===== src/rtl/spi_master_param_if.sv =====
// Transmit/receive handshake and SPI pin bundle for spi_master_param.
// The loopback pin exists only when SPI_MASTER_LOOPBACK_EN is defined.
interface spi_master_param_if #(
    parameter int unsigned WORD_LENGTH = 8,
    parameter int unsigned NUM_SLAVES  = 1
);
    localparam int unsigned SEL_W = (NUM_SLAVES > 1) ? $clog2(NUM_SLAVES) : 1;

    logic                   tx_valid;
    logic                   tx_ready;
    logic [WORD_LENGTH-1:0] tx_data;
    logic [SEL_W-1:0]       slave_sel;
    logic                   cpol;
    logic                   cpha;
    logic                   rx_valid;
    logic [WORD_LENGTH-1:0] rx_data;
    logic                   busy;
    logic                   SCLK;
    logic                   MOSI;
    logic                   MISO;
    logic [NUM_SLAVES-1:0]  SSbar;
`ifdef SPI_MASTER_LOOPBACK_EN
    logic                   loopback;

    modport master (
        input  tx_valid, tx_data, slave_sel, cpol, cpha, MISO, loopback,
        output tx_ready, rx_valid, rx_data, busy, SCLK, MOSI, SSbar
    );

    modport slave (
        output tx_valid, tx_data, slave_sel, cpol, cpha, MISO, loopback,
        input  tx_ready, rx_valid, rx_data, busy, SCLK, MOSI, SSbar
    );
`else
    modport master (
        input  tx_valid, tx_data, slave_sel, cpol, cpha, MISO,
        output tx_ready, rx_valid, rx_data, busy, SCLK, MOSI, SSbar
    );

    modport slave (
        output tx_valid, tx_data, slave_sel, cpol, cpha, MISO,
        input  tx_ready, rx_valid, rx_data, busy, SCLK, MOSI, SSbar
    );
`endif
endinterface


===== src/rtl/spi_master_param.sv =====
// Parameterised SPI master with per-frame CPOL/CPHA, one-hot slave selects and valid/ready TX.
// Define SPI_MASTER_LOOPBACK_EN to add a loopback input that samples MOSI instead of MISO.
module spi_master_param #(
    parameter int unsigned WORD_LENGTH      = 8,
    parameter int unsigned CLK_PER_HALF_BIT = 4,
    parameter int unsigned NUM_SLAVES       = 1
) (
    input logic                clk,
    input logic                rst_n,
    spi_master_param_if.master bus
);
    localparam int unsigned W      = WORD_LENGTH;
    localparam int unsigned H      = CLK_PER_HALF_BIT;
    localparam int unsigned CNT_W  = $clog2(H);
    localparam int unsigned EDGE_W = $clog2(2 * W + 1);
    localparam int unsigned SEL_W  = (NUM_SLAVES > 1) ? $clog2(NUM_SLAVES) : 1;

    localparam logic [CNT_W-1:0]  CNT_LAST  = CNT_W'(H - 1);
    localparam logic [EDGE_W-1:0] EDGE_LAST = EDGE_W'(2 * W - 1);

    typedef enum logic [1:0] {
        IDLE     = 2'd0,
        LEAD     = 2'd1,
        TRANSFER = 2'd2,
        TRAIL    = 2'd3
    } state_e;

    state_e                state_q, state_d;
    logic [CNT_W-1:0]      cnt_q, cnt_d;
    logic [EDGE_W-1:0]     edge_q, edge_d;
    logic [W-1:0]          tx_sh_q, tx_sh_d;
    logic [W-1:0]          rx_sh_q, rx_sh_d;
    logic [W-1:0]          rx_data_q, rx_data_d;
    logic                  rx_valid_q, rx_valid_d;
    logic                  cpol_q, cpol_d;
    logic                  cpha_q, cpha_d;
    logic                  sclk_q, sclk_d;
    logic                  mosi_q, mosi_d;
    logic [NUM_SLAVES-1:0] ss_n_q, ss_n_d;
    logic                  tx_ready_q, tx_ready_d;
    logic                  busy_q, busy_d;

    logic half_done_c;
    logic lead_edge_c;
    logic last_edge_c;
    logic sample_c;

    assign half_done_c = (cnt_q == CNT_LAST);
    // edge_q counts edges already made, so an even count means the next edge is a leading one
    assign lead_edge_c = ~edge_q[0];
    assign last_edge_c = (edge_q == EDGE_LAST);

`ifdef SPI_MASTER_LOOPBACK_EN
    assign sample_c = bus.loopback ? mosi_q : bus.MISO;
`else
    assign sample_c = bus.MISO;
`endif

    // State and datapath registers
    always_ff @(posedge clk or negedge rst_n) begin
        if (!rst_n) begin
            state_q    <= IDLE;
            cnt_q      <= '0;
            edge_q     <= '0;
            tx_sh_q    <= '0;
            rx_sh_q    <= '0;
            rx_data_q  <= '0;
            rx_valid_q <= 1'b0;
            cpol_q     <= 1'b0;
            cpha_q     <= 1'b0;
            sclk_q     <= 1'b0;
            mosi_q     <= 1'b0;
            ss_n_q     <= '1;
            tx_ready_q <= 1'b1;
            busy_q     <= 1'b0;
        end else begin
            state_q    <= state_d;
            cnt_q      <= cnt_d;
            edge_q     <= edge_d;
            tx_sh_q    <= tx_sh_d;
            rx_sh_q    <= rx_sh_d;
            rx_data_q  <= rx_data_d;
            rx_valid_q <= rx_valid_d;
            cpol_q     <= cpol_d;
            cpha_q     <= cpha_d;
            sclk_q     <= sclk_d;
            mosi_q     <= mosi_d;
            ss_n_q     <= ss_n_d;
            tx_ready_q <= tx_ready_d;
            busy_q     <= busy_d;
        end
    end

    // Next-state and output logic
    always_comb begin
        state_d    = state_q;
        cnt_d      = '0;
        edge_d     = edge_q;
        tx_sh_d    = tx_sh_q;
        rx_sh_d    = rx_sh_q;
        rx_data_d  = rx_data_q;
        rx_valid_d = 1'b0;
        cpol_d     = cpol_q;
        cpha_d     = cpha_q;
        sclk_d     = sclk_q;
        mosi_d     = mosi_q;
        ss_n_d     = ss_n_q;

        case (state_q)
            IDLE: begin
                sclk_d = bus.cpol;
                mosi_d = 1'b0;
                if (bus.tx_valid) begin
                    state_d = LEAD;
                    cpol_d  = bus.cpol;
                    cpha_d  = bus.cpha;
                    edge_d  = '0;
                    rx_sh_d = '0;
                    // An out-of-range select matches no line, so the frame runs deselected
                    for (int unsigned i = 0; i < NUM_SLAVES; i++) begin
                        ss_n_d[i] = (bus.slave_sel != SEL_W'(i));
                    end
                    if (bus.cpha) begin
                        tx_sh_d = bus.tx_data;
                    end else begin
                        mosi_d  = bus.tx_data[W-1];
                        tx_sh_d = {bus.tx_data[W-2:0], 1'b0};
                    end
                end
            end

            LEAD, TRANSFER: begin
                cnt_d = half_done_c ? '0 : cnt_q + CNT_W'(1);
                if (half_done_c) begin
                    sclk_d  = ~sclk_q;
                    edge_d  = edge_q + EDGE_W'(1);
                    state_d = last_edge_c ? TRAIL : TRANSFER;
                    if (lead_edge_c ^ cpha_q) begin
                        rx_sh_d = {rx_sh_q[W-2:0], sample_c};
                    end else if (!last_edge_c) begin
                        mosi_d  = tx_sh_q[W-1];
                        tx_sh_d = {tx_sh_q[W-2:0], 1'b0};
                    end
                end
            end

            TRAIL: begin
                cnt_d = half_done_c ? '0 : cnt_q + CNT_W'(1);
                if (half_done_c) begin
                    state_d    = IDLE;
                    ss_n_d     = '1;
                    rx_valid_d = 1'b1;
                    rx_data_d  = rx_sh_q;
                    sclk_d     = cpol_q;
                    mosi_d     = 1'b0;
                end
            end

            default: begin
                state_d = IDLE;
                ss_n_d  = '1;
            end
        endcase

        tx_ready_d = (state_d == IDLE);
        busy_d     = (state_d != IDLE);
    end

    assign bus.tx_ready = tx_ready_q;
    assign bus.busy     = busy_q;
    assign bus.rx_valid = rx_valid_q;
    assign bus.rx_data  = rx_data_q;
    assign bus.SCLK     = sclk_q;
    assign bus.MOSI     = mosi_q;
    assign bus.SSbar    = ss_n_q;
endmodule

===== src/flat_wrapper.sv =====
// flat-port wrapper written by rule: the top's interface ports become plain ports
module spi_master_param_flat 
#(
    parameter int unsigned WORD_LENGTH      = 8,
    parameter int unsigned CLK_PER_HALF_BIT = 4,
    parameter int unsigned NUM_SLAVES       = 1
)
  (clk, rst_n, bus_tx_valid, bus_tx_data, bus_slave_sel, bus_cpol, bus_cpha, bus_MISO, bus_tx_ready, bus_rx_valid, bus_rx_data, bus_busy, bus_SCLK, bus_MOSI, bus_SSbar);
  spi_master_param_if #(.WORD_LENGTH(WORD_LENGTH), .NUM_SLAVES(NUM_SLAVES)) bus_i ();
  input logic clk;
  input logic rst_n;
  input wire logic [$bits(bus_i.tx_valid)-1:0] bus_tx_valid;
  input wire logic [$bits(bus_i.tx_data)-1:0] bus_tx_data;
  input wire logic [$bits(bus_i.slave_sel)-1:0] bus_slave_sel;
  input wire logic [$bits(bus_i.cpol)-1:0] bus_cpol;
  input wire logic [$bits(bus_i.cpha)-1:0] bus_cpha;
  input wire logic [$bits(bus_i.MISO)-1:0] bus_MISO;
  output wire logic [$bits(bus_i.tx_ready)-1:0] bus_tx_ready;
  output wire logic [$bits(bus_i.rx_valid)-1:0] bus_rx_valid;
  output wire logic [$bits(bus_i.rx_data)-1:0] bus_rx_data;
  output wire logic [$bits(bus_i.busy)-1:0] bus_busy;
  output wire logic [$bits(bus_i.SCLK)-1:0] bus_SCLK;
  output wire logic [$bits(bus_i.MOSI)-1:0] bus_MOSI;
  output wire logic [$bits(bus_i.SSbar)-1:0] bus_SSbar;
  assign bus_i.tx_valid = bus_tx_valid;
  assign bus_i.tx_data = bus_tx_data;
  assign bus_i.slave_sel = bus_slave_sel;
  assign bus_i.cpol = bus_cpol;
  assign bus_i.cpha = bus_cpha;
  assign bus_i.MISO = bus_MISO;
  assign bus_tx_ready = bus_i.tx_ready;
  assign bus_rx_valid = bus_i.rx_valid;
  assign bus_rx_data = bus_i.rx_data;
  assign bus_busy = bus_i.busy;
  assign bus_SCLK = bus_i.SCLK;
  assign bus_MOSI = bus_i.MOSI;
  assign bus_SSbar = bus_i.SSbar;
  spi_master_param #(.WORD_LENGTH(WORD_LENGTH), .CLK_PER_HALF_BIT(CLK_PER_HALF_BIT), .NUM_SLAVES(NUM_SLAVES)) u_core (.clk(clk), .rst_n(rst_n), .bus(bus_i));
endmodule

===== config.mk =====
export PLATFORM = sky130hd
export DESIGN_NAME = spi_master_param_flat
export DESIGN_NICKNAME = d
export VERILOG_FILES = /design/src/rtl/spi_master_param_if.sv /design/src/rtl/spi_master_param.sv /design/src/flat_wrapper.sv
export SDC_FILE = /design/constraint.sdc
export NUM_CORES = 1
export LEC_CHECK = 0
export CORE_MARGIN = 2
export CORE_UTILIZATION = 30
export CTS_CLUSTER_DIAMETER = 150
export DETAILED_ROUTE_END_ITERATION = 8
export GPL_ROUTABILITY_DRIVEN = 0
export PLACE_DENSITY = 0.57
export SYNTH_ARGS = -nofsm -noshare
export SYNTH_HDL_FRONTEND = slang
export SYNTH_SLANG_ARGS = --single-unit

===== constraint.sdc =====
create_clock -name clk -period 2.06 [get_ports clk]
set_input_delay 0.412 -clock clk [delete_from_list [all_inputs] [get_ports clk]]
set_output_delay 0.412 -clock clk [all_outputs]
set_load 0.03 [all_outputs]

-- After elaboration in Yosys (flattened, before gate mapping)
Index checks and enable logic that the tools add are counted.
- add/sub/neg operators: 2
- equal/unequal tests: 11
- multiplexer cells: 35
- bitwise logic cells: 3
- reduce and logical (&&, ||, !) cells: 15
- operators with widths (kind ; count):
    8-bit two-way mux ; 8
    8-bit case mux with 2 select lines ; 2
    1-bit two-way mux ; 13
    2-bit two-way mux ; 5
    5-bit two-way mux ; 2
    5-bit case mux with 2 select lines ; 1
    4-bit AND reduction ; 2
    2-bit equality test, second input constant ; 3
    2-bit by 1-bit inequality test with 1-bit output, second input constant ; 3
    2-bit inequality test, second input constant ; 3
    1-bit case mux with 3 select lines ; 2
    2-bit case mux with 3 select lines ; 1
    2-bit AND reduction ; 3
    3-bit AND reduction ; 2
    2-bit nonzero test ; 3
    5-bit by 1-bit adder with 5-bit output, second input constant ; 1
    5-bit by 4-bit equality test with 1-bit output, second input constant ; 1
    5-bit AND reduction ; 1
    2-bit zero test ; 2
    3-bit OR reduction ; 1
    2-bit by 1-bit adder with 2-bit output, second input constant ; 1
    2-bit by 1-bit equality test with 1-bit output, second input constant ; 1
    1-bit inverter ; 2
    1-bit case mux with 2 select lines ; 1
    other kinds (2) ; 2
- flip-flop bits (word level): 41
- bits of input ports: 15
- output and inout bits: 14
- word-level logic and storage cells: 80

-- Logic depth before layout (Yosys ltp)
Gate-level depths: netlist of the first run.
- depth after elaboration: 5
- depth in mapped cells: 7
- gate-level depth less buffers: 7

-- Worst setup path before layout of the first run
OpenSTA, ideal clock, no wires.
- path kind: register -> register
- from: reg u_core.edge_q[0]
- to: reg u_core.busy_q (netlist: u_core.bus.busy)
- setup time: 0.131 ns
- arrival time: 1.877 ns
- required time: 1.929 ns
- path slack: 0.051 ns
- cell stages (with the launch flop): 8
- buffers on the path: 0
- cells stage by stage: dfrtp_1 ha_1 and3_1 ha_1 mux2_4 a221oi_2 a21oi_1 or3_1
- longest elaborated chain between the ends: 5
- ends and longest elaborated chain (what ; line ; source):
    from (decl) ; spi_master_param.sv:30 ; logic [EDGE_W-1:0] edge_q, edge_d;
    from (signal assigned) ; spi_master_param.sv:79 ; edge_q <= edge_d;
    5-bit by 4-bit equality test with 1-bit output ; spi_master_param.sv:51 ; assign last_edge_c = (edge_q == EDGE_LAST);
    1-bit two-way mux ; spi_master_param.sv:137 ; state_d = last_edge_c ? TRAIL : TRANSFER;
    2-bit two-way mux ; spi_master_param.sv:134 ; if (half_done_c) begin
    2-bit case mux with 3 select lines ; spi_master_param.sv:109 ; case (state_q)
    via u_core.state_d[0] ; spi_master_param.sv:28 ; state_e state_q, state_d;
    2-bit nonzero test ; spi_master_param.sv:166 ; busy_d = (state_d != IDLE);
    via u_core.busy_d ; spi_master_param.sv:41 ; logic busy_q, busy_d;
    to (signal assigned) ; spi_master_param.sv:90 ; busy_q <= busy_d;
    to (decl) ; spi_master_param.sv:41 ;
The timed path passes the listed nets, and every way through them passes these cells.
A chain may end at the register's enable or synchronous reset.

-- Worst setup path in the final report of the first run
- from: reg u_core.edge_q[1]
- to: reg u_core.busy_q (netlist: u_core.bus.busy)
The elaborated chain is that of the path after synthesis.

==> key figures, run 1 <==
Yosys
  • Synth top area cells: dfrtp_1 51%, mux2_2 6.5%, a22o_1 4.6%
  • Sequential area share after synthesis: 0.538
  • Post-Syn Area: 0.00191 sq mm
  • Syn Nets: 175
  • Post-Syn Instances: 154
  • Yosys top cell by area: dfrtp_1
  • Synth warn: 0
  • Netlist cell types: just over 40
  • Avg Cell Area, Syn: approximately 12 sq um
  • Seq cells post-synth: 41
  • Synth top area share: 0.510

Setup path
  • Worst Path Class, Setup: register to register
  • Crit. End Element: register
  • Critical Path RT: 2.24 ns
  • Crit path max fanout: 3
  • Arr. time, crit path: 2.14 ns
  • Nature of the critical path startpoint: register

Final layout
  • FILL cells: roughly 640
  • Layout Cell Area excl Fill: 0.00246 sq mm
  • Area growth from synthesis to layout: 28.7%
  • Total Nets Final: 219
  • Share of layout cells above drive strength 1: 0.236
  • ANT cells: 0

Job
  • Max cap viols: 0

Die
  • Core area: 0.00624 sq mm
  • # IOs: 29
  • FP Rows: 29
  • Die W: between 80 and 90 um
  • Die Y: 83.9 um
  • Die ar.: about 0.007 sq mm
  • Starting density of the core: 0.307

STA
  • Slew @ Worst Pin: around 0.42 ns
  • Total Neg Setup Slack: 0 ns
  • Fin. Hold Viols: 0
  • Max Fclk: 0.510 GHz
  • Max Transition Viols Final: 0
  • Setup violations, final: 0
  • Fin crit share: 0.953
  • Relative slew slack: 0.721
  • RSZ-0062 raised after global routing: true
  • Final Skew: 0.00856 ns
  • Tmin final: 1.96 ns

Power and ir drop
  • Clk pwr share: 0.378
  • Pint: 1.09 mW
  • Peak VDD IR: 0.367 mV
  • Logic pwr share: 0.050
  • P_leak: 1.11 nW
  • PD cells: between 500 and 600 mW/mm^2
  • Switching share of total power: 0.232
  • Sequential Power Share: 0.572
  • Switch Pwr: approximately 330 uW

Status
  • Status: finished, final reports clean

Detailed routing
  • Detailed-route DRC error count: 0
  • Final wirelength: between 3000 and 4000 um
  • Via count: approximately 1300
  • WL/cell: 13.5 um
  • First drt pass iteration count: 4
  • Detail Route Antenna Nets: 0
  • DR vias/cell: 4.69
  • Starting DRT DRC Count: 40

Hold path
  • Worst Hold Class: primary input to asynchronous set/reset pin

Placement
  • Placed cell areas: 0.00236 sq mm
  • I/O Buffers: 28
  • Post-DP HPWL: 2760 um

CTS
  • Clock latency on the worst-skew pair: 0.30 ns
  • Num Clock Sinks: 41
  • Inserted Clock Buffers: 5
  • TritonCTS clock tree: built
  • Clock Tree Root: clkbuf_8
  • Hold buffers post-CTS: 0
  • Clk buf depth: 2
  • Clk slew on worst S/H paths: 0.09 ns
  • H-tree depth: 2

Global routing
  • Largest net degree at the start of global routing: 18
  • Vias in the first global route: around 1300
  • First-pass GRT wire length: 6620 um
  • GRT overflow: 0
  • Initial antenna violation count: 0
  • Gr usage total: 0.120
## what timing repair did
item,in CTS,in global routing
setup endpoints to repair,0,3
resized for setup,0,2
hold endpoints to repair,0,0
setup buffers,0,0
## power by group through the flow
stage / Combinational (mW) / Clock [mW] / Sequential [mW]
after CTS: 0.0738 / 0.563 / 0.815
after global placement: 0.0733 / 0 / 0.831
after detailed placement: 0.0737 / 0 / 0.831
after floorplan: 0.0192 / 0 / 0.830
final: 0.0713 / 0.538 / 0.815
after global routing: 0.0796 / 0.589 / 0.816
## worst max-delay path: stages, from the launching register on
cell      delay (ns)
dfrtp_1         0.40
ha_1            0.19
and3_1          0.18
ha_1            0.19
mux2_4          0.26
a221oi_2        0.23
a21oi_2         0.07
or3_1           0.31
## Yosys cell counts
master / count
a21o_1: 3
a21oi_1: 3
a21oi_2: 1
a221o_1: 7
a221oi_2: 1
a22o_1: 10
a22oi_1: 1
a41oi_1: 1
and2b_1: 1
and3_1: 1
buf_2: 3
buf_6: 1
clkbuf_1: 1
dfrtp_1: 39
dfstp_2: 2
ha_1: 6
inv_1: 7
mux2_2: 11
mux2_4: 1
mux2i_1: 8
mux2i_2: 1
nand2_1: 7
nand2_2: 1
nand3_1: 1
nand3b_1: 2
nand4_1: 1
nand4b_1: 1
nor2_1: 9
nor2b_1: 2
nor3_1: 4
nor3_4: 1
nor3b_1: 1
nor3b_2: 1
o21ai_0: 5
o21ai_2: 1
o22a_1: 2
o2bb2ai_1: 1
or2_1: 2
or2_2: 1
or3_1: 1
xnor2_2: 1
## final timing paths
kind	slack, ns	endpoint	cells past startpoint	start
min in group clk	0.44	u_core.cnt_q[0]$_DFF_PN0_	1	u_core.cnt_q[0]$_DFF_PN0_
min reg2reg	0.44	u_core.cnt_q[0]$_DFF_PN0_	1	u_core.cnt_q[0]$_DFF_PN0_
max	0.1	u_core.bus.busy$_DFF_PN0_	7	u_core.edge_q[1]$_DFFE_PN0P_
min	0.02	u_core.bus.rx_data[6]$_DFFE_PN0P_	1	rst_n
max in group asynchronous	1.45	u_core.bus.SSbar$_DFFE_PN1P_	2	rst_n
max reg2reg	0.1	u_core.bus.busy$_DFF_PN0_	7	u_core.edge_q[1]$_DFFE_PN0P_
## layer usage
metal / up-vias / global-route usage / part of all wire / wire, um
li1: 655 / - / - / -
met4: 0 / 0.0484 / 0.020 / 74
met5: - / 0 / 0 / 0
met1: 614 / 0.167 / 0.50 / 1860
met2: 19 / 0.172 / 0.45 / 1680
met3: 6 / 0.0386 / 0.035 / 131
## layout make-up
class,instances,area [sq um],share of cell area
inverters,7,26.3,0.0107
repair buffers,42,380,0.154
flip-flops and latches,41,1030,0.418
clock buffers,5,68.8,0.0279
multi-input cells,101,837,0.340
clock inverters,3,25.0,0.0102
well taps,77,96.3,0.0391
## sequential cells by signal, summed over array words and instances (netlist names), 2 cells and up
register	cells
u_core.bus.rx_data	8
u_core.cnt_q	2
u_core.edge_q	5
u_core.rx_sh_q	8
u_core.state_q	2
u_core.tx_sh_q	8
## cell usage in the layout (no fill, tap or decap), types with 2 or more instances in the layout
cell / count
a21o_1: 3
dfstp_2: 2
nor2_1: 9
or2_1: 2
ha_1: 6
nor2b_1: 2
buf_4: 14
dfrtp_1: 39
clkdlybuf4s50_1: 27
o21ai_0: 5
a21oi_2: 2
nor3_1: 4
a22o_1: 10
mux2i_1: 8
o22a_1: 2
a221o_1: 7
clkbuf_8: 5
nand3b_1: 2
nand2_1: 7
inv_1: 7
a21oi_1: 2
mux2_2: 11
## cell families (layout without fill, tap and decap cells)
logic type                 count (synthesis)  in the layout  share of synthesized area
AOI/OAI and AO/OA                         36             36                      0.154
xor gates and xnor gates                   1              1                    0.00850
adders and majority gates                  6              6                     0.0392
buffers and inverters                     12             57                     0.0294
DFF                                       41             41                      0.538
muxes                                     21             21                      0.122
and+or+nand+nor                           37             37                      0.109
## metrics by stage
| stage | power, mW | worst slack (ns) | std cells | util | hold slack [ns] |
|---|---|---|---|---|---|
| finish | 1.42 | 0.0975 | 276 | 0.395 | 0.0185 |
| global route | 1.48 | -0.00852 | 276 | 0.395 | 0.0340 |
| CTS | 1.45 | 0.0689 | 276 | 0.393 | 0.0308 |
| detailed placement | 0.904 | 0.0382 | 268 | 0.378 | 0.366 |
| global placement | 0.904 | 0.0747 | 268 | 0.378 | 0.361 |
| floorplan | 0.849 | 0.0515 | 154 | - | 0.116 |
(Power assumes the default switching activity.)
==> run 2: changes to the inputs <==
REMOVE_ABC_BUFFERS = 1   (was unset)
==> key figures, run 2 (same netlist as run 1, synthesis figures left out) <==
Status
  • Status: finished, final reports clean

Global routing
  • Largest net degree at the start of global routing: 42
  • Initial antenna violation count: 0
  • First-pass GRT wire length: about 6400 um
  • GRT overflow: 0
  • Gr usage total: 0.114
  • Vias in the first global route: 1316

Placement
  • Placed cell areas: ~0.0024 sq mm
  • I/O Buffers: 28
  • Post-DP HPWL: 2630 um

CTS
  • Clk buf depth: 2
  • Inserted Clock Buffers: 5
  • Clock Tree Root: clkbuf_8
  • TritonCTS clock tree: built
  • H-tree depth: 2
  • Clock latency on the worst-skew pair: about 0.29 ns
  • Post-CTS setup buffers: 0
  • Clk slew on worst S/H paths: approximately 0.080 ns
  • Num Clock Sinks: 41

Setup path
  • Worst Path Class, Setup: register to register
  • Nature of the critical path startpoint: register
  • Crit path max fanout: 3
  • Crit. End Element: register
  • Critical Path, Cell by Cell: ha_1 > and3_1 > ha_1 > mux2_4 > a221oi_4 > a21oi_2 > or3_1
  • Arr. time, crit path: 2.15 ns
  • Critical Path RT: about 2.2 ns
  • CP peak stage delay: 0.40 ns
  • Crit-path most repeated cell: ha_1
  • Crit-path slowest cell: dfrtp_1

Detailed routing
  • Starting DRT DRC Count: 44
  • Final wirelength: 3610 um
  • Detailed-route DRC error count: 0
  • Detail Route Antenna Nets: 0
  • First drt pass iteration count: 4
  • WL/cell: 13.1 um
  • Via count: 1300
  • DR vias/cell: 4.73

Final layout
  • Share of layout cells above drive strength 1: 0.237
  • Commonest non-fill, non-tap cell in the layout: dfrtp_1
  • Layout Cell Area excl Fill: between 0.002 and 0.0025 sq mm
  • Most frequent cells in the layout: 39 x dfrtp_1, 27 x clkdlybuf4s50_1, 12 x buf_4
  • Total Nets Final: 218
  • Area growth from synthesis to layout: 30.4%
  • ANT cells: 0

Die
  • FP Rows: 29
  • Die ar.: 0.00703 sq mm
  • Die W: 83.9 um
  • Core area: 0.00624 sq mm
  • Die Y: approximately 84 um
  • # IOs: 29
  • Starting density of the core: 0.307

Power and ir drop
  • P_leak: 1.13 nW
  • Peak VDD IR: 0.379 mV
  • PD cells: 610 mW/mm^2

Hold path
  • Worst Hold Class: primary input to asynchronous set/reset pin

STA
  • Fin crit share: 0.960
  • RSZ-0062 raised after global routing: false
  • Fin. Hold Viols: 0
  • Tmin final: 1.98 ns
  • Max Fclk: just over 0.5 GHz
  • Final Skew: 0.00748 ns
  • Setup violations, final: 0
  • Max Transition Viols Final: 0
  • Total Neg Setup Slack: 0 ns
  • Slew @ Worst Pin: ~0.43 ns
  • Relative slew slack: 0.711

Job
  • Max cap viols: 0
run 2: cell types whose count changed in the layout (fill, tap and decap cells not counted), sizes merged:
cell and change:
buf -1, bufinv +1, clkinvlp -1
run 2: metal layers:
layer / up-vias / track usage / share of wire
met5: - / 0 / 0
met4: 0 / 0.0396 / 0.0022
met3: 3 / 0.0317 / 0.032
met2: 18 / 0.170 / 0.46
met1: 626 / 0.160 / 0.51
li1: 653 / - / -
run 2: final cells by class:
type | instances | area [sq um]
Clock buffer | 5 | 68.8
Inverter | 7 | 26.3
Timing Repair Buffer | 41 | 385
Tap cell | 77 | 96.3
Fill cell | 605 | 3750
Sequential cell | 41 | 1030
Multi-Input combinational cell | 101 | 846
Clock inverter | 3 | 43.8
run 2: path summary, 6_finish.rpt:
kind	from	end	slack, ns	depth (start not counted)
max	u_core.edge_q[1]$_DFFE_PN0P_	u_core.bus.busy$_DFF_PN0_	0.08	7
min	rst_n	u_core.bus.rx_valid$_DFF_PN0_	0.08	2
max reg2reg	u_core.edge_q[1]$_DFFE_PN0P_	u_core.bus.busy$_DFF_PN0_	0.08	7
min reg2reg	u_core.cnt_q[0]$_DFF_PN0_	u_core.cnt_q[0]$_DFF_PN0_	0.44	1
max in group asynchronous	rst_n	u_core.bus.SSbar$_DFFE_PN1P_	1.72	2
min in group clk	u_core.cnt_q[0]$_DFF_PN0_	u_core.cnt_q[0]$_DFF_PN0_	0.44	1
run 2: repair_timing:
item                                    in CTS  in global routing
hold buffers                                 0                  0
endpoints found under the setup margin       0                  3
gates resized for setup                      0                  3
run 2: report_power, final:
part | leakage, nW | total, mW | switching (mW) | internal, mW
logic | 0.556 | 0.0727 | 0.0320 | 0.0407
clock network | 0.0585 | 0.634 | 0.271 | 0.363
registers | 0.511 | 0.815 | 0.00458 | 0.810
run 2: critical path: cells and delay by family, from the launching register on:
family	cells	cell delay, ns
AND/OR/NAND/NOR	2	0.51
flip-flops	1	0.40
multiplexers	1	0.27
adder cells (fa/ha/maj)	2	0.40
AO/OA/AOI/OAI	2	0.30
run 2: per-stage QoR:
stage               hold WS, ns  instances   util  setup slack [ns]  power [mW]
finish                   0.0807        275  0.400            0.0816        1.52
global route             0.0852        275  0.400          0.000749        1.60
CTS                      0.0818        275  0.397            0.0761        1.55
detailed placement        0.401        267  0.379            0.0715       0.906
global placement          0.403        267  0.379            0.0866       0.906
floorplan                 0.116        149      -            0.0432       0.846
==> RTL edit 1, RTL diff (config.mk and constraints of run 2) <==
`WORD_LENGTH` is set to 8 in 3 places; all go to 16.
--- a/src/rtl/spi_master_param_if.sv
+++ b/src/rtl/spi_master_param_if.sv
@@ -3,3 +3,3 @@
 interface spi_master_param_if #(
-    parameter int unsigned WORD_LENGTH = 8,
+    parameter int unsigned WORD_LENGTH = 16,
     parameter int unsigned NUM_SLAVES  = 1
--- a/src/rtl/spi_master_param.sv
+++ b/src/rtl/spi_master_param.sv
@@ -3,3 +3,3 @@
 module spi_master_param #(
-    parameter int unsigned WORD_LENGTH      = 8,
+    parameter int unsigned WORD_LENGTH      = 16,
     parameter int unsigned CLK_PER_HALF_BIT = 4,
--- a/src/flat_wrapper.sv
+++ b/src/flat_wrapper.sv
@@ -3,3 +3,3 @@
 #(
-    parameter int unsigned WORD_LENGTH      = 8,
+    parameter int unsigned WORD_LENGTH      = 16,
     parameter int unsigned CLK_PER_HALF_BIT = 4,
Ports: changed (resized bus_rx_data and bus_tx_data); port bits go from 29 to 45. The function was not compared with the original's and may differ.
==> RTL edit 1 against run 2 <==
  * Utilization grew 1.1 points
  * Global-route usage grew 0.053 points
  * Power grew to 3.5 times the old value
  * Wire length grew 63%
  * Sequential cell count grew 25
  * Design area grew 61%
  * Sequential share of layout area is essentially flat
  * Final cell count grew 63%
  * Setup slack lost 27 ps
  * Synthesized area grew 58%
  * Largest cell class unchanged
==> RTL edit 1: results (changes against run 2) <==
sta:
  timing.slew.headroom_pct: 74.85  # was 71.07%
  finalClockSkew_ps: 9.841  # was 7.482 ps
global_route:
  grt_first_pass_wirelength_microns: 9853  # was 6403 microns
  grt_pass1_vias: 2008  # was 1,316
clock_tree:
  worstSkewPairLatency_ps: 350  # was 290 ps
  cts_max_level: 3  # was 2
  number_of_clock_buffers_inserted_by_tritoncts: 9  # was 5
logic_synthesis:
  synthXorXnorAreaFrac_pct: 1.445  # was 0.8502%
  synth.area.mux_share_pct: 19.03  # was 12.16%
  synth_common_cells: "dfrtp_1, nand2_1, mux2_2, o21ai_0"  # was dfrtp_1, mux2_2, a22o_1, nor2_1, mux2i_1
  post_synth_fa_ha_maj_area_fraction_pct: 2.064  # was 3.924%
cells_and_area:
  final_cells: 447  # was 275
  num-nets-final: 337  # was 218
  filler_cell_count: 959  # was 605
  post_route_cells_drive_above_1_share_pct: 25.16  # was 23.74%
placed_design:
  hpwl_microns: 4017  # was 2627 microns
  buffer_ports.inserted: 44  # was 28
pwr:
  worst_ir_drop_on_vdd_v: 0.0004175  # was 0.0003786 V
  p_sw_mw: 1.813  # was 307.4 uW
  cellLeakagePower_nw: 1.852  # was 1.125 nW
outcome:
  run_status: "finished clean"  # unchanged
critical_path:
  critPathCapture: "u_core.tx_sh_q[15]"  # was u_core.bus.busy
  cpPeakStageDelay_ps: 530  # was 400 ps
  cpMaxStageDelayCell: "or4b_4"  # was dfrtp_1
  crit_path_max_fanout: 5  # was 3
  rrSetupSlack_ps: 50  # was 80 ps
route:
  routed_via_count_divided_by_cell_count: 4.544  # was 4.727
  detailed_router_s_first_iteration_violation_count: 84  # was 44
## RTL edit 1: layer usage
layer	track usage, %	share of wire (%)
met4	5.502	1.8
met2	18.25	48
met1	14.22	48
met5	0	0
met3	3.446	2.7
## RTL edit 1: worst min-delay path by stage
| stage | startpoint | end | slack, ps | depth (start not counted) |
|---|---|---|---|---|
| 2_1_floorplan | rst_n | u_core.bus.MOSI | 120 | 0 |
| 3_3_place_gp | u_core.cnt_q[0] | u_core.cnt_q[0] | 420 | 1 |
| 3_5_place_dp | u_core.cnt_q[0] | u_core.cnt_q[0] | 430 | 1 |
| 4_1_cts | rst_n | u_core.tx_sh_q[7] | 80 | 2 |
| 5_1_grt | rst_n | u_core.tx_sh_q[7] | 90 | 2 |
| 6_report | rst_n | u_core.tx_sh_q[7] | 80 | 2 |
## RTL edit 1: cells by family (layout without fill, tap and decap cells)
logic type               count (synthesis)  in the layout
flip-flops                              66             66
multiplexers                            50             50
AO/OA/AOI/OAI                           47             47
XOR/XNOR                                 5              5
buffers and inverters                   20             88
adder cells (fa/ha/maj)                  5              5
AND/OR/NAND/NOR                         53             53
## RTL edit 1: stage by stage
stage | util (%) | setup slack, ps | TNS (ps) | power [mW] | area (sq um)
after floorplan | - | -499.8 | -13630 | 3.260 | 2963
after global placement | 38.03 | -12.65 | -100.3 | 3.936 | 3717
after detailed placement | 38.03 | 5.775 | 0 | 3.974 | 3717
after CTS | 40.36 | 3.867 | 0 | 5.229 | 3945
after global routing | 41.08 | -18.16 | -54.26 | 5.745 | 4015
final | 41.08 | 54.92 | 0 | 5.399 | 4015
## RTL edit 1: layout make-up
cell class | count | area share, %
Sequential cell | 66 | 41.20
Multi-Input combinational cell | 160 | 32.19
Timing Repair Buffer | 64 | 16.05
Tap cell | 133 | 4.145
Clock buffer | 11 | 3.521
Clock inverter | 5 | 2.150
Inverter | 8 | 0.7479
## RTL edit 1: worst max-delay path: cells and delay by family, from the launching register on
kind / cells / cell delay (ps)
fa+ha+maj: 1 / 270
buf+inv: 2 / 240
flops: 1 / 370
simple gates: 3 / 690
mux: 1 / 320
## RTL edit 1: repair_timing
item                                    CTS  global route
gates resized for setup                   0             3
hold buffers                              0             0
endpoints found under the setup margin    0            33
buffers inserted                          0             2
## RTL edit 1: power by group through the flow
| stage | clock (mW) | sequential (mW) | combinational (mW) |
|---|---|---|---|
| floorplan | 0 | 1.84 | 1.42 |
| global placement | 0 | 1.77 | 2.16 |
| detailed placement | 0 | 1.78 | 2.20 |
| CTS | 1.27 | 1.76 | 2.20 |
| global route | 1.34 | 1.79 | 2.62 |
| finish | 1.24 | 1.75 | 2.41 |
==> RTL edit 2, RTL diff (flow settings as in run 2) <==
Made on the original files. Reset style: synchronous (`rst_n`), changed in one clocked block.
--- a/src/rtl/spi_master_param.sv
+++ b/src/rtl/spi_master_param.sv
@@ -59,3 +59,3 @@
     // State and datapath registers
-    always_ff @(posedge clk or negedge rst_n) begin
+    always_ff @(posedge clk) begin
         if (!rst_n) begin
Check against the original RTL: differs if rst_n is asserted again (counterexample within 4 cycles, from zero or initial values and one cycle with rst_n low); with rst_n held inactive, the same outputs for 10 cycles.
==> RTL edit 2 against run 2 <==
  * Critical endpoint is now u_core.edge_q[0]
  * Setup slack gained 200 ps
  * Design area shrank 2.3%
  * Via count grew 28%
  * Global-route usage grew 1.3 points
  * Sequential cell count is the same
  * Synthesized area shrank 2.6%
  * First-iteration DRC count grew 110%
  * Clock skew grew 4.0 ps
  * Wire length grew 15%
  * Largest cell class is now multi-input gates
  * Die area shrank 2.4%
Power is not compared: it rests on default switching activity, and its combinational part moved more than twofold at a synthesized area within 25%.
==> RTL edit 2: results (changes against run 2) <==
outcome:
  run_status: "finished clean"  # unchanged
cells_and_area:
  multi_input_area_sq_um: 974.7  # was 845.8 sq um
  seq_area_share_pct: 33.66  # was 41.22%
  final_clock_cell_share_pct: 4.720  # was 4.514%
global_route:
  grt_first_pass_wirelength_microns: 7217  # was 6403 microns
  grt.met2_usage_pct: 20.09  # was 17.02%
  grt_use_met3_pct: 3.380  # was 3.165%
  grt_usage_pct: 12.71  # was 11.42%
  grt_use_met1_pct: 16.18  # was 16.02%
logic_synthesis:
  synth-main-ff-cell: "dfxtp_1"  # was dfrtp_1
  synthXorXnorAreaFrac_pct: 1.409  # was 0.8502%
  yosysSeqAreaShare_pct: 44.03  # was 53.76%
  synth.area.mux_share_pct: 4.295  # was 12.16%
  ys_types: 36  # was 41
  share_of_the_synthesized_area_in_compound_gates_ao_oa_aoi_oai_pct: 20.34  # was 15.43%
critical_path:
  cpPeakStageDelay_ps: 380  # was 400 ps
  cp-startpoint: "u_core.state_q[0]"  # was u_core.edge_q[1]
  regToRegStartpoint: "u_core.state_q[0]"  # was u_core.edge_q[1]
  critPathArrivalTime_ps: 2000  # was 2150 ps
route:
  via_count: 1667  # was 1,300
  detailed_router_s_first_iteration_violation_count: 92  # was 44
  first_pass_iters: 5  # was 4
  met2_wirelength_microns: 1822  # was 1652 microns
sta:
  finalClockSkew_ps: 11.53  # was 7.482 ps
min_path:
  hp-class: "reg -> reg"  # was in -> async
## RTL edit 2: stage by stage
step	setup slack [ps]	utilization [%]	hold slack (ps)	std cells
6_report	281.2	40.95	450.2	341
5_1_grt	148.7	40.95	467.9	341
4_1_cts	259.6	40.95	441.7	341
3_5_place_dp	88.58	39.01	419.6	333
3_3_place_gp	94.13	39.01	418.7	333
2_1_floorplan	41.81	-	405.0	212
## RTL edit 2: worst min path at each step
stage / startpoint / slack [ps] / to / depth (start not counted)
floorplan: u_core.cnt_q[0] / 400 / u_core.cnt_q[0] / 1
detailed placement: u_core.cnt_q[0] / 420 / u_core.cnt_q[0] / 1
global route: u_core.cnt_q[0] / 470 / u_core.cnt_q[0] / 1
CTS: u_core.cnt_q[0] / 440 / u_core.cnt_q[0] / 1
finish: u_core.cnt_q[0] / 450 / u_core.cnt_q[0] / 1
global placement: u_core.cnt_q[0] / 420 / u_core.cnt_q[0] / 1
